<file path="config.mk">
export PLATFORM = sky130hd
export DESIGN_NAME = reg_bank_arb_flat
export DESIGN_NICKNAME = d
export VERILOG_FILES = /design/src/rtl/reg_bank_arb_pkg.sv /design/src/rtl/reg_bank_arb_if.sv /design/src/rtl/reg_bank_arb_rr_pick.sv /design/src/rtl/reg_bank_arb.sv /design/src/flat_wrapper.sv
export SDC_FILE = /design/constraint.sdc
export NUM_CORES = 1
export LEC_CHECK = 0
export BUFFER_PORTS_ARGS = -buffer_cell sky130_fd_sc_hd__clkbuf_2
export CAP_MARGIN = 10
export CELL_PAD_IN_SITES_DETAIL_PLACEMENT = 2
export CELL_PAD_IN_SITES_GLOBAL_PLACEMENT = 2
export CORE_AREA = 2 2 195 197
export DETAILED_ROUTE_END_ITERATION = 12
export DIE_AREA = 0 0 197 199
export PLACE_DENSITY = 0.75
export REMOVE_ABC_BUFFERS = 1
export SLEW_MARGIN = 0
export SYNTH_ARGS = -nofsm -noshare
export SYNTH_HDL_FRONTEND = slang
export SYNTH_SLANG_ARGS = --single-unit
</file>
<file path="constraint.sdc">
create_clock -name clk -period 2.7 [get_ports clk]
set_input_delay 0.135 -clock clk [delete_from_list [all_inputs] [get_ports clk]]
set_output_delay 0.135 -clock clk [all_outputs]
set_load 0.01 [all_outputs]
</file>
<file path="src/rtl/reg_bank_arb_pkg.sv">
// Shared types and defaults for the register-bank arbiter.
package reg_bank_pkg;

    typedef enum logic [1:0] {
        IDLE   = 2'd0,
        ACCESS = 2'd1,
        RESP   = 2'd2
    } state_t;

    localparam int NREQ_DEF  = 4;
    localparam int NREG_DEF  = 8;
    localparam int WIDTH_DEF = 32;
    localparam int AW_DEF    = 8;

    function automatic int gw(input int n);
        return (n > 1) ? $clog2(n) : 1;
    endfunction

endpackage

</file>
<file path="src/rtl/reg_bank_arb_if.sv">
// Requester and bank-side bus of the register-bank arbiter.
import reg_bank_pkg::*;

interface reg_bank_arb_if #(
    parameter int NREQ  = NREQ_DEF,
    parameter int NREG  = NREG_DEF,
    parameter int WIDTH = WIDTH_DEF,
    parameter int AW    = AW_DEF
);
    logic [NREQ-1:0]       req_valid;
    logic [NREQ-1:0]       req_we;
    logic [NREQ*AW-1:0]    req_addr;
    logic [NREQ*WIDTH-1:0] req_wdata;
    logic [NREQ-1:0]       req_ready;
    logic [NREQ-1:0]       rsp_valid;
    logic [WIDTH-1:0]      rsp_rdata;
    logic                  rsp_err;
    logic [NREG-1:0]       bank_we;
    logic [WIDTH-1:0]      bank_din;
    logic [NREG*WIDTH-1:0] bank_dout;

    modport slave (
        input  req_valid, req_we, req_addr, req_wdata, bank_dout,
        output req_ready, rsp_valid, rsp_rdata, rsp_err,
        output bank_we, bank_din
    );

    modport master (
        output req_valid, req_we, req_addr, req_wdata, bank_dout,
        input  req_ready, rsp_valid, rsp_rdata, rsp_err,
        input  bank_we, bank_din
    );
endinterface

</file>
<file path="src/rtl/reg_bank_arb_rr_pick.sv">
// Circular priority encoder: first set request after ptr_i.
module rr_pick #(
    parameter int NREQ = 4,
    parameter int GW   = 2
) (
    input  logic [NREQ-1:0] req_i,
    input  logic [GW-1:0]   ptr_i,
    output logic [GW-1:0]   idx_o,
    output logic            any_o
);
    logic hit;

    always_comb begin
        idx_o = '0;
        hit   = 1'b0;
        any_o = |req_i;
        for (int k = 1; k <= NREQ; k++) begin
            if (!hit && req_i[(int'(ptr_i) + k) % NREQ]) begin
                idx_o = GW'((int'(ptr_i) + k) % NREQ);
                hit   = 1'b1;
            end
        end
    end
endmodule

</file>
<file path="src/rtl/reg_bank_arb.sv">
// Round-robin arbiter sequencing single-word accesses to a register bank.
import reg_bank_pkg::*;

module reg_bank_arb #(
    parameter int NREQ  = NREQ_DEF,
    parameter int NREG  = NREG_DEF,
    parameter int WIDTH = WIDTH_DEF,
    parameter int AW    = AW_DEF
) (
    input logic           clk,
    input logic           rstn,
    reg_bank_arb_if.slave bus
);
    localparam int GW = gw(NREQ);

    state_t            state_q, state_d;
    logic [GW-1:0]     grant_q, grant_d;
    logic [GW-1:0]     rr_q, rr_d;
    logic [WIDTH-1:0]  rdata_q, rdata_d;
    logic              err_q, err_d;

    logic [GW-1:0]     pick;
    logic              any;
    logic              vld_g, we_g, in_rng, acc;
    logic [AW-1:0]     addr_g;
    logic [WIDTH-1:0]  wdata_g, dout_a;

    logic [NREQ-1:0]   ready, rvalid;
    logic [NREG-1:0]   we;
    logic [WIDTH-1:0]  din, rdata;
    logic              err;

    rr_pick #(.NREQ(NREQ), .GW(GW)) u_pick (
        .req_i (bus.req_valid),
        .ptr_i (rr_q),
        .idx_o (pick),
        .any_o (any)
    );

    always_comb begin
        vld_g   = bus.req_valid[grant_q];
        we_g    = bus.req_we[grant_q];
        addr_g  = bus.req_addr[int'(grant_q)*AW +: AW];
        wdata_g = bus.req_wdata[int'(grant_q)*WIDTH +: WIDTH];
        in_rng  = 32'(addr_g) < 32'(NREG);
        dout_a  = '0;
        for (int r = 0; r < NREG; r++) begin
            if (32'(addr_g) == 32'(r))
                dout_a = bus.bank_dout[r*WIDTH +: WIDTH];
        end
    end

    always_ff @(posedge clk or negedge rstn) begin
        if (!rstn) begin
            state_q <= IDLE;
            grant_q <= '0;
            rr_q    <= GW'(NREQ - 1);
            rdata_q <= '0;
            err_q   <= 1'b0;
        end else begin
            state_q <= state_d;
            grant_q <= grant_d;
            rr_q    <= rr_d;
            rdata_q <= rdata_d;
            err_q   <= err_d;
        end
    end

    always_comb begin
        state_d = state_q;
        grant_d = grant_q;
        rr_d    = rr_q;
        rdata_d = rdata_q;
        err_d   = err_q;
        unique case (state_q)
            IDLE: begin
                if (any) begin
                    grant_d = pick;
                    state_d = ACCESS;
                end
            end
            ACCESS: begin
                // A withdrawn request leaves the pointer where it was
                if (vld_g) begin
                    state_d = RESP;
                    rr_d    = grant_q;
                    err_d   = !in_rng;
                    if (!in_rng)
                        rdata_d = '0;
                    else if (we_g)
                        rdata_d = wdata_g;
                    else
                        rdata_d = dout_a;
                end else begin
                    state_d = IDLE;
                end
            end
            RESP:    state_d = IDLE;
            default: state_d = IDLE;
        endcase
    end

    always_comb begin
        ready  = '0;
        rvalid = '0;
        we     = '0;
        din    = '0;
        rdata  = '0;
        err    = 1'b0;
        acc    = (state_q == ACCESS) && vld_g;
        if (acc) begin
            ready[grant_q] = 1'b1;
            if (we_g && in_rng) begin
                din = wdata_g;
                for (int r = 0; r < NREG; r++)
                    we[r] = (32'(addr_g) == 32'(r));
            end
        end
        if (state_q == RESP) begin
            rvalid[grant_q] = 1'b1;
            rdata           = rdata_q;
            err             = err_q;
        end
    end

    assign bus.req_ready = ready;
    assign bus.rsp_valid = rvalid;
    assign bus.rsp_rdata = rdata;
    assign bus.rsp_err   = err;
    assign bus.bank_we   = we;
    assign bus.bank_din  = din;
endmodule

</file>
<file path="src/flat_wrapper.sv">
// flat-port wrapper written by rule: the top's interface ports become plain ports
module reg_bank_arb_flat 
#(
    parameter int NREQ  = NREQ_DEF,
    parameter int NREG  = NREG_DEF,
    parameter int WIDTH = WIDTH_DEF,
    parameter int AW    = AW_DEF
)
  (clk, rstn, bus_req_valid, bus_req_we, bus_req_addr, bus_req_wdata, bus_bank_dout, bus_req_ready, bus_rsp_valid, bus_rsp_rdata, bus_rsp_err, bus_bank_we, bus_bank_din);
  reg_bank_arb_if #(.NREQ(NREQ), .NREG(NREG), .WIDTH(WIDTH), .AW(AW)) bus_i ();
  input logic clk;
  input logic rstn;
  input wire logic [$bits(bus_i.req_valid)-1:0] bus_req_valid;
  input wire logic [$bits(bus_i.req_we)-1:0] bus_req_we;
  input wire logic [$bits(bus_i.req_addr)-1:0] bus_req_addr;
  input wire logic [$bits(bus_i.req_wdata)-1:0] bus_req_wdata;
  input wire logic [$bits(bus_i.bank_dout)-1:0] bus_bank_dout;
  output wire logic [$bits(bus_i.req_ready)-1:0] bus_req_ready;
  output wire logic [$bits(bus_i.rsp_valid)-1:0] bus_rsp_valid;
  output wire logic [$bits(bus_i.rsp_rdata)-1:0] bus_rsp_rdata;
  output wire logic [$bits(bus_i.rsp_err)-1:0] bus_rsp_err;
  output wire logic [$bits(bus_i.bank_we)-1:0] bus_bank_we;
  output wire logic [$bits(bus_i.bank_din)-1:0] bus_bank_din;
  assign bus_i.req_valid = bus_req_valid;
  assign bus_i.req_we = bus_req_we;
  assign bus_i.req_addr = bus_req_addr;
  assign bus_i.req_wdata = bus_req_wdata;
  assign bus_i.bank_dout = bus_bank_dout;
  assign bus_req_ready = bus_i.req_ready;
  assign bus_rsp_valid = bus_i.rsp_valid;
  assign bus_rsp_rdata = bus_i.rsp_rdata;
  assign bus_rsp_err = bus_i.rsp_err;
  assign bus_bank_we = bus_i.bank_we;
  assign bus_bank_din = bus_i.bank_din;
  reg_bank_arb #(.NREQ(NREQ), .NREG(NREG), .WIDTH(WIDTH), .AW(AW)) u_core (.clk(clk), .rstn(rstn), .bus(bus_i));
endmodule
</file>
**Word level (Yosys, flattened, before mapping)**

Cells that the tools add are included.

- Register bits after elaboration: 39
- Bits of input ports: 426
- Bits in read-only memories: 0
- Memories kept: 0
- Latch bits: 0
- RAM bits: 0

- Equality and inequality tests: 10
- $add $sub $neg: 4
- Reductions and logical operators: 19
- Muxes and demuxes: 46
- Magnitude comparators: 7
- Divide/modulo/power cells: 0
- Multipliers: 0
- Bitwise logic cells: 4
- Shifts and indexed selects: 2

Operators with widths:

| kind | number |
|---|---|
| two-way mux 32 bit | 13 |
| variable part select 128 x 8 -> 32 bit | 1 |
| == test 8 x 3 -> 1 bit (second input constant) | 4 |
| variable part select 32 x 6 -> 8 bit | 1 |
| == test 8 x 2 -> 1 bit (second input constant) | 2 |
| < comparator 3 x 4 -> 1 bit (second input constant) | 4 |
| two-way mux 8 bit | 2 |
| two-way mux 1 bit | 15 |
| binary-select mux 1 bit (select 2 bit) | 6 |
| two-way mux 2 bit | 6 |
| == test 8 x 1 -> 1 bit (second input constant) | 1 |
| logical NOT 8 bit | 1 |
| < comparator 8 x 4 -> 1 bit (second input constant) | 1 |
| two-way mux 4 bit | 2 |
| OR reduction 2 bit | 4 |
| logical AND 1 bit | 6 |
| adder 2 x 1 -> 2 bit (second input constant) | 2 |
| adder 2 bit (second input constant) | 2 |
| AND 1 bit (first input constant) | 4 |
| logical NOT 1 bit | 4 |
| case mux 2 bit (2 select lines) | 1 |
| AND reduction 2 bit | 2 |
| OR reduction 4 bit | 1 |
| < comparator 2 x 3 -> 1 bit (second input constant) | 1 |
| other kinds (6) | 6 |

**Logic depth before layout (Yosys ltp)**

Gate-level depths: netlist (run 1).

- Word-level depth: 16
- Gate-level depth with buffers: 10
- Mapped depth without buffers: 7

**Hierarchy**

A second synthesis (run 1) with hierarchy kept.

- Cells, all modules: 617
- Area total of the unflattened synthesis: 5534.1 um^2

Modules (own cells, without submodules):

| module | cells each | times used | area an instance (um^2) | sequential area each (um^2) |
|---|---|---|---|---|
| reg_bank_arb | 603 | 1 | 5452.7 | 978.4 |
| rr_pick | 14 | 1 | 81.3 | 0.0 |

**Worst setup path after synthesis (run 1)**

Ideal clock, no wire load.

- Kind: reg-to-output
- Start: register u_core.grant_q[0]
- End: output bus_bank_we[1]
- Cell stages (with the launch flop): 8
- Setup slack: 471 ps
- Arrival: 2094 ps
- Path buffers: 3
- Path through: dfrtp_1 > buf_6 > buf_6 > mux2i_1 > mux2i_1 > nand4_1 > buf_2 > nor3_1

- Cells in the longest elaborated chain, start to end: 5

Ends and longest elaborated chain:

| element | line | RTL |
|---|---|---|
| from (decl) | reg_bank_arb.sv:17 | `logic [GW-1:0] grant_q, grant_d;` |
| from (signal assigned) | reg_bank_arb.sv:62 | `grant_q <= grant_d;` |
| variable part select 32 x 6 -> 8 bit or binary-select mux 1 bit (select 2 bit) (tied branches) | reg_bank_arb.sv:43, reg_bank_arb.sv:42 |  |
| < comparator 8 x 4 -> 1 bit or two-way mux 1 bit (tied branches) | reg_bank_arb.sv:45, reg_bank_arb.sv:42 |  |
| logical AND 1 bit | reg_bank_arb.sv:113 | `if (we_g && in_rng) begin` |
| two-way mux 8 bit | reg_bank_arb.sv:113 |  |
| two-way mux 8 bit (*) | reg_bank_arb.sv:111 | `if (acc) begin` |
| to (decl) | flat_wrapper.sv:22 | `output wire logic [$bits(bus_i.bank_we)-1:0] bus_bank_we;` |

Mark *: on every way between the ends. The rest lies on a longest branch, timed or not. The select of a mux whose other input is x is not followed.

**Worst setup path in the final report (run 1)**

- Start: register u_core.grant_q[0]
- End: register u_core.rdata_q[20]

- Cells in the longest elaborated chain, start to end: 12

Ends and longest elaborated chain:

| element | line | RTL |
|---|---|---|
| variable part select 32 x 6 -> 8 bit | reg_bank_arb.sv:43 | `addr_g = bus.req_addr[int'(grant_q)*AW +: AW];` |
| logical NOT 8 bit | reg_bank_arb.sv:48 | `if (32'(addr_g) == 32'(r))` |
| two-way mux 32 bit (8 in series) | reg_bank_arb.sv:48 |  |
| two-way mux 32 bit | reg_bank_arb.sv:90 | `else if (we_g)` |
| two-way mux 32 bit | reg_bank_arb.sv:88 | `if (!in_rng)` |
| to (signal assigned) | reg_bank_arb.sv:64 | `rdata_q <= rdata_d;` |
| to (decl) | reg_bank_arb.sv:19 | `logic [WIDTH-1:0] rdata_q, rdata_d;` |

Parallel ways exist; a longest one is shown, timed or not. The select of a mux whose other input is x is not followed.
A chain may end at the register's enable or synchronous reset.

==> results of run 1 <==
## sequential cells by signal (all words and copies together), names as in the netlist
register        cells
u_core.err_q        1
u_core.grant_q      2
u_core.rdata_q     32
u_core.rr_q         2
u_core.state_q      2
## routing by layer
layer	track usage (%)	vias up
met3	4.24	40
met5	0	-
met1	23.9	3871
met2	34.8	332
met4	5.51	4
li1	-	3627
## stage by stage
step	total power [mW]	TNS, ns	instance area [sq um]	hold WS (ns)	utilization [%]
after global placement	7.50	0	8750	0.266	23.6
final	8.44	0	8990	0.0560	24.2
after detailed placement	7.73	0	8750	0.263	23.6
after CTS	8.54	0	8950	0.0450	24.1
after global routing	9.12	-0.00256	8990	0.0750	24.2
after floorplan	4.86	-170.47	5180	-0.161	-
## cells by family after synthesis
logic type | count (synthesis) | synth area share [%]
buffers and inverters | 74 | 6.53
AND/OR/NAND/NOR | 333 | 28.4
AO/OA/AOI/OAI | 199 | 23.9
flip-flops | 39 | 17.7
multiplexers | 80 | 23.5
## final cells by class
cell class / instances / share of cell area, %
multi-input combinational: 612 / 47.0
timing repair buffer: 553 / 33.2
sequential: 39 / 10.9
tap: 474 / 6.59
clock buffer: 6 / 1.54
clock inverter: 2 / 0.390
inverter: 5 / 0.237
antenna: 6 / 0.167
## power by group through the flow
stage	sequential [mW]	clock [mW]	combinational [mW]
after floorplan	1.16	0	3.70
after global placement	1.02	0	6.48
after detailed placement	1.04	0	6.68
after CTS	1.03	0.782	6.72
after global routing	1.05	0.792	7.29
final	1.02	0.740	6.68
## final timing paths
check / endpoint / cells after the start
setup / recovery: u_core.rdata_q[20] / 8
hold / removal: u_core.rdata_q[30] / 3
setup reg to reg: u_core.rdata_q[20] / 8
hold reg to reg: u_core.rdata_q[11] / 2
max in group asynchronous: u_core.rdata_q[22] / 3
min in group asynchronous: u_core.rdata_q[26] / 2
## timing repair
action	in CTS	in global routing
pin swaps	0	0
endpoints found under the setup margin	1	30
buffers inserted	0	2
hold buffers	1	0
hold endpoints to repair	22	0
resized for setup	3	4
## placed cells by master, fill, tap and decap left out, drive strengths merged, types with 21 or more instances in the layout
cell	count
clkbuf	512
nor2b	34
dfrtp	37
mux4	39
mux2i	36
and2	37
o21ai	38
nor2	21
a21oi	51
nand3	40
nand2	180
o21a	30
buf	46
## critical path, cell delays in order, from the launching register on
cell and delay [ns]:
sky130_fd_sc_hd__dfrtp_4 0.49, sky130_fd_sc_hd__buf_4 0.16, sky130_fd_sc_hd__mux4_4 0.43, sky130_fd_sc_hd__buf_12 0.28
sky130_fd_sc_hd__buf_4 0.34, sky130_fd_sc_hd__nand2_1 0.08, sky130_fd_sc_hd__a32o_1 0.25, sky130_fd_sc_hd__a221o_1 0.25
sky130_fd_sc_hd__o21ai_0 0.15
==> results.md, run 1 <==
- The post-synthesis instance area is 5520 sq um.
- The first global-routing pass estimated 56800 um of wire.
- The flow ran to the end, and the final reports show no timing, DRC or antenna violations.
- The smallest clock period supported by the final layout is computed as 2.56 ns.
- Between clock sinks in the finished design, the worst skew comes to 0.00523 ns.
- The most used flip-flop cell after synthesis is sky130_fd_sc_hd__dfrtp_1.
- The peak ir drop on the vdd network is 384 uV.
- The clock root buffer is sky130_fd_sc_hd__clkbuf_16.
- The async set-reset flop share out of synthesis is 100%.
- The number of flops mapped to enable cells by yosys is 0.
- The clock reaches the later pin of the worst-skew pair after about 0.30 ns.
- The total met3 wirelength after detailed routing is 2610 um.
- The number of slew-limit violations in the final report is 0.
- The worst setup slack for register-to-register paths is 0.14 ns.
- The die covers just under 40000 sq um.
- The growth of design area from synthesis to finish is 63.0%.
- The final setup violation count is 0.
- The highest net fanout along the worst path is 44.
- The transition time at the pin with the least slew margin is 0.789 ns.
- The critical path starts at u_core.grant_q[0].
- Max-cap violations in this run came to 0.
- For this run, the number of Yosys warnings is 0.
- The width of the die is 197 um.
- The number of failing hold endpoints at the final stage is 0.
- The mean post-synth cell area is 7.61 sq um.
- Net switching is 52.1% of the power.
- STA classifies the critical path startpoint as a register.
- Dividing the detail-routed wire length by the instance count gives between 20 and 25 um.
- For this run, the top clock speed supported by timing is 0.390 GHz.
- The number of clock buffers added by TritonCTS is 5.
- The number of nets in the layout is 1642.
- Summing all multi-input logic gate instances after layout gives 4220 sq um.
- The min-delay analysis places its worst path in the category primary input to register.
- The initial antenna violation count is 10.
- The ratio of final minimum period to clock period is 95.0%.
- The data arrival at the endpoint of the critical path is 2.78 ns.
- The routed via count is 7874.
- In the synthesized netlist, the cells that appear most often are sky130_fd_sc_hd__nand2_1, sky130_fd_sc_hd__a21oi_1, sky130_fd_sc_hd__nand3_1.
- Once detailed placement completed, the half-perimeter wirelength came to 33900 um.
- For this design the static power due to leakage is ~4.5 nW.
- The number of rows in the core area is 71.
- The sum of routed wire length over all layers is roughly 40000 um.
- The data required time of the worst path is 2.91 ns.
- The internal power is 4.04 mW.
- For this block, wires on met1 add up to 16700 um.
- Synthesis produced a netlist whose cell count is 725.
- The share of total power dissipated in sequential elements is 12.1%.
- Summed over its instances, the top area cell type makes up between 10% and 20% of the synthesized netlist area.
- The startpoint identified for the worst hold timing path is bus_bank_dout[254].
- The TritonCTS clock tree is done.
- The net switching power is 4.40 mW.
- The count of nets left with antenna violations after detail routing is 0.
- After layout, the worst setup slack is 0.135 ns.
- After synthesis the netlist holds a flip-flop and latch count of 39.
- The global-route total usage across every layer is approximately a fifth.
- Among all cell types in the netlist, the one instantiated most often is sky130_fd_sc_hd__nand2_1.
- Detailed routing placed a total of 19900 um of wire on met2.
- In the routed layout, each cell is associated on average with a via count of 4.64.
- The area taken by flip-flops and latches is between 900 and 1000 sq um.
- Before CTS, the worst setup slack after placement is about 0.25 ns.
- Clock tree synthesis found a total of 39 sinks.
- The number of global-route vias before repair came to between 8000 and 9000.
- Counting the fill cells in the layout gives between 4000 and 5000.
- The power share of the clock group is 8.8%.
- The fraction of final layout cells sized beyond drive strength 1 is 50.9%.
- The number of iterations in the first detailed-routing pass is 5.
- The headroom to the max-slew limit is 47.4%.
- The number of standard cells in the final layout excluding fillers is approximately 1700.
- The number of port buffers is 506.
- The last weighted congestion value of the routability-driven placer is between 0.8 and 0.9.
- The H-tree was split into 2 levels.
- The unique cell type count in the Yosys netlist is 47.
- The power per cell area is between 900 and 1000 nW/um^2.
- No sink is reached through more buffers than the 2 on the longest clock path.
- The worst setup path is of the register to register kind.
- The combinational share of power is 79.2%.
- The boundary pin count is 507.
- The clock-pin slew on the worst setup and hold paths is 0.07 ns.
- The pin count of the biggest net entering global routing is 45.
- The initial utilization of the core area, before any placement, comes to 14.9%.
- The uppermost metal layer occupied by signal nets is met5.
- The biggest area consumer among synthesized cells is sky130_fd_sc_hd__dfrtp_1.
- Sequential cells were found to cover between 10% and 20% of the synthesized design area.
- The remaining routing DRC violations is 0.
- The startpoint identified for the worst register-to-register timing path is u_core.grant_q[0].
- The area of the core is 37100 sq um.
- By area the synthesized netlist is led by sky130_fd_sc_hd__dfrtp_1, sky130_fd_sc_hd__mux4_2, sky130_fd_sc_hd__nand2_1.
- After the first detailed-routing iteration, the DRC count stood at ~240.
- From bottom edge to top edge, the die measures 199 um.
- STA classifies the critical path endpoint as a register.
- The placed instance count is 1680.
- The total overflow left after global routing is 0.
(Power assumes the default switching activity.)
==> inputs of run 2 (changes only) <==
PLACE_DENSITY = unset   (was 0.75)
PLACE_DENSITY_LB_ADDON = 0.1   (was unset)
SETUP_SLACK_MARGIN = 0.3   (was unset)
==> run 2 against run 1 <==
  * Clock-buffer cell count did not move
  * Clock skew rose by 0.0047 ns
  * Maximum frequency fell by 4.6%
  * Cell area rose by 15%
  * Setup slack got worse by 0.12 ns
  * Register-to-register slack got worse by 0.11 ns
  * Via count rose by 1.3%
  * Worst hold slack got worse by 0.0010 ns
  * Die area did not move
  * Critical path type is now register to output pin
  * Critical endpoint is now bus_bank_din[17]
  * Largest power group unchanged
==> results.md, run 2 (synthesis results as in run 1) <==
- The clock network latency to the later pin of the worst-skew pair was 0.30 ns (about the same).
- The ratio of final minimum period to clock period is 99.5% (was 95.0%).
- The sequential fraction of design power came to 9.5% (was 12.1%).
- The combinational share of power is 83.3% (was 79.2%).
- The clock-pin slew on the worst setup and hold paths is 0.07 ns (about the same).
- The register ranked first by flip-flop count is u_core.rdata_q (unchanged).
- The slowest library cell on the worst path is sky130_fd_sc_hd__dfrtp_4 (unchanged).
- The number of nets in the layout was 1692 (was 1642).
- The worst-case clock buffer depth is 2 (unchanged).
- The net switching power was 5.17 mW (was 4.40 mW).
- The remaining routing DRC violations came to 0 (unchanged).
- The number of rows in the core area came to 71 (unchanged).
- The launch point of the worst reg-to-reg path is u_core.grant_q[0] (unchanged).
- The overall power of the completed layout is 10.5 mW (was 8.44 mW).
- Status: finished clean (unchanged).
- The data required time of the worst path is 2.57 ns (was 2.91 ns).
- The worst setup slack for register-to-register paths is 0.03 ns (was 0.14 ns).
- The shortest period the worst path allows is 2.69 ns (was 2.56 ns).
- The global-route total usage across every layer is 21.6% (was 19.7%).
- The transition time at the pin with the least slew margin is 0.942 ns (was 0.789 ns).
- The critical path class is register to output pin (was register to register).
- The number of standard cells in the final layout excluding fillers is 1743 (was 1697).
- The final setup violation count was 0 (unchanged).
- The startpoint type of the worst setup path is a register (unchanged).
- Setup repair after global routing could not meet its margin everywhere.
- The number of port buffers came to 506 (unchanged).
- The number of cells on the worst reg-to-reg path is 10 (was 8).
- The total CTS buffers is 5 (unchanged).
- The H-tree depth is 2 (unchanged).
- The number of iterations in the first detailed-routing pass was 4 (was 5).
- The TritonCTS clock tree is done (unchanged).
- The routed via count is 7980 (was 7874).
- The violation count after the first detailed-route iteration is 182 (was 236).
- The power per cell area is 1020 nW/um^2 (was 938 nW/um^2).
- The worst path setup slack after routing is 0.0126 ns (was 0.135 ns).
- The count of clock tree sinks was 39 (unchanged).
- The sum of routed wire length over all layers is 44600 um (was 40100 um).
- The number of failing hold endpoints at the final stage is 0 (unchanged).
- The highest net fanout along the worst path came to 5 (was 44).
- The initial antenna violation count is 4 (was 10).
- The internal power was 5.34 mW (was 4.04 mW).
- The final design utilization is 27.8% (was 24.2%).
- The initial core utilization is 14.9% (unchanged).
- The headroom to the max-slew limit is 37.2% (was 47.4%).
- The clock tree skew after final layout came to 0.00993 ns (was 0.00523 ns).
- The total global routing overflow is 0 (unchanged).
- The area of the core was 37100 sq um (unchanged).
- The clock root buffer is sky130_fd_sc_hd__clkbuf_16 (unchanged).
- The number of slew-limit violations in the final report came to 0 (unchanged).
- The power share of the clock group is 7.2% (was 8.8%).
- The pin count of the biggest net entering global routing came to 32 (was 45).
- Series of cell instances along the critical path: buf_12 > mux4_2 > a221oi_4 > buf_4 > nand4_1 > buf_6 > buf_16 > nor2b_1 > buf_2 (was buf_4 > mux4_4 > buf_12 > buf_4 > nand2_1 > a32o_1 > a221o_1 > o21ai_0).
- The pre-CTS setup slack is 0.0306 ns (was 0.247 ns).
- The via count normalized by instance count is 4.58 (was 4.64).
- The category of the worst setup path capture point was an output pin (was register).
- The HPWL after detailed placement is 33000 um (was 33900 um).
- The most common cell after layout, fill and taps aside is sky130_fd_sc_hd__clkbuf_2 (unchanged).
- Leading cell types in the layout, fill and taps excluded: sky130_fd_sc_hd__clkbuf_2, sky130_fd_sc_hd__nand2_1, sky130_fd_sc_hd__buf_4 (was sky130_fd_sc_hd__clkbuf_2, sky130_fd_sc_hd__nand2_1, sky130_fd_sc_hd__a21oi_1).
- The peak ir drop on the vdd network is 366 uV (was 384 uV).
- The worst min-delay path class is primary input to register (unchanged).
- The startpoint of the most critical hold path is bus_bank_dout[246] (was bus_bank_dout[254]).
- The die area came to 39200 sq um (unchanged).
- The filler cell count in the final layout was 4425 (was 4471).
- The delay of the slowest cell on the worst path is 0.50 ns (was 0.49 ns).
- The placed instance count came to 1678 (was 1680).
- The count of nets left with antenna violations after detail routing is 0 (unchanged).
- The growth of design area from synthesis to finish is 86.9% (was 63.0%).
- The average wire length per cell after detail routing is 25.6 um (was 23.6 um).
- The number of cells on the worst hold path was 3 (unchanged).
- The number of flip-flops in the largest register came to 32 (unchanged).
- The worst hold-check slack was 0.0550 ns (was 0.0560 ns).
- The count of maximum capacitance violations was 0 (unchanged).
- The fraction of power spent switching nets is 49.2% (was 52.1%).
- The number of global-route vias before repair is 8741 (was 8695).
- The fraction of final layout cells sized beyond drive strength 1 is 58.5% (was 50.9%).
- The maximum clock rate came to 0.372 GHz (was 0.390 GHz).
- The boundary pin count was 507 (unchanged).
- The global-route wire length before repair is 61000 um (was 56800 um).
- The die outline height came to 199 um (unchanged).
- The endpoint of the worst-slack reg-to-reg timing path is u_core.rdata_q[12] (was u_core.rdata_q[20]).
- The leakage dissipation is 5.12 nW (was 4.49 nW).
- The data arrival at the endpoint of the critical path came to 2.55 ns (was 2.78 ns).
- The endpoint of the worst hold-timing path is u_core.rdata_q[22] (was u_core.rdata_q[30]).
- The last weighted congestion value of the routability-driven placer is 0.789 (was 0.888).
- The width of the die is 197 um (unchanged).
[run 2: cell types whose count changed in the layout (fill, tap and decap cells not counted), moves of 12 or more]
| cell | delta |
|---|---|
| sky130_fd_sc_hd__buf_2 | +32 |
| sky130_fd_sc_hd__a21oi_1 | -26 |
| sky130_fd_sc_hd__o21ai_0 | -21 |
| sky130_fd_sc_hd__a21oi_2 | +25 |
| sky130_fd_sc_hd__nor2b_1 | -12 |
| sky130_fd_sc_hd__o21ai_1 | +20 |
| sky130_fd_sc_hd__clkbuf_2 | -41 |
| sky130_fd_sc_hd__buf_6 | +30 |
[run 2: stage by stage]
step           instance area [sq um]  TNS (ns)
2_1_floorplan                   5180   -170.47
3_3_place_gp                    8750         0
3_5_place_dp                    8750         0
4_1_cts                         9690         0
5_1_grt                        10300     -1.65
6_report                       10300         0
[run 2: routing by layer]
layer | global-route usage [%] | part of all wire (%) | vias up | routed length (um)
li1 | - | - | 3734 | -
met5 | 0 | 0.056 | - | 25
met3 | 3.70 | 4.6 | 27 | 2060
met4 | 3.70 | 1.7 | 4 | 740
met1 | 26.5 | 42 | 3969 | 18800
met2 | 39.7 | 51 | 246 | 23000
[run 2: repair_timing]
item,CTS,global route
cloned,9,5
buffers inserted,20,20
gates resized for setup,92,128
endpoints found under the hold margin,2,0
endpoints found under the setup margin,74,76
hold buffers,1,0
pin swaps,39,28
[run 2: power by group through the flow]
stage	logic, mW	clock network (mW)	registers [mW]
2_1_floorplan	3.70	0	1.16
3_3_place_gp	6.75	0	1.01
3_5_place_dp	6.80	0	1.02
4_1_cts	8.10	0.777	0.998
5_1_grt	9.45	0.801	1.04
6_report	8.76	0.754	1.00
[run 2: cell type report]
cell class / instances / area [sq um] / area share (%)
repair buffers: 603 / 3930 / 38.1
flip-flops and latches: 39 / 983 / 9.53
clock inverters: 2 / 35.0 / 0.340
diodes: 2 / 5.00 / 0.0485
well taps: 474 / 593 / 5.75
multi-input cells: 612 / 4610 / 44.7
inverters: 5 / 21.3 / 0.206
clock buffers: 6 / 139 / 1.35
[run 2: worst max-delay path by stage]
stage | start | to | slack [ns] | depth (start not counted)
finish | u_core.grant_q[0] | bus_bank_din[17] | 0.01 | 9
global route | u_core.grant_q[0] | bus_bank_din[24] | -0.08 | 9
CTS | u_core.grant_q[0] | bus_bank_din[27] | 0.02 | 9
detailed placement | u_core.grant_q[0] | u_core.rdata_q[26] | 0.03 | 6
global placement | u_core.grant_q[0] | u_core.rdata_q[26] | 0.06 | 6
floorplan | u_core.grant_q[0] | bus_bank_we[1] | -2.52 | 5
[run 2: worst max-delay path, delay by kind of cell, from the launching register on]
| kind | cells | cell delay, ns |
|---|---|---|
| compound gates | 1 | 0.23 |
| simple gates | 2 | 0.24 |
| flops | 1 | 0.50 |
| buf+inv | 5 | 0.83 |
| mux | 1 | 0.44 |
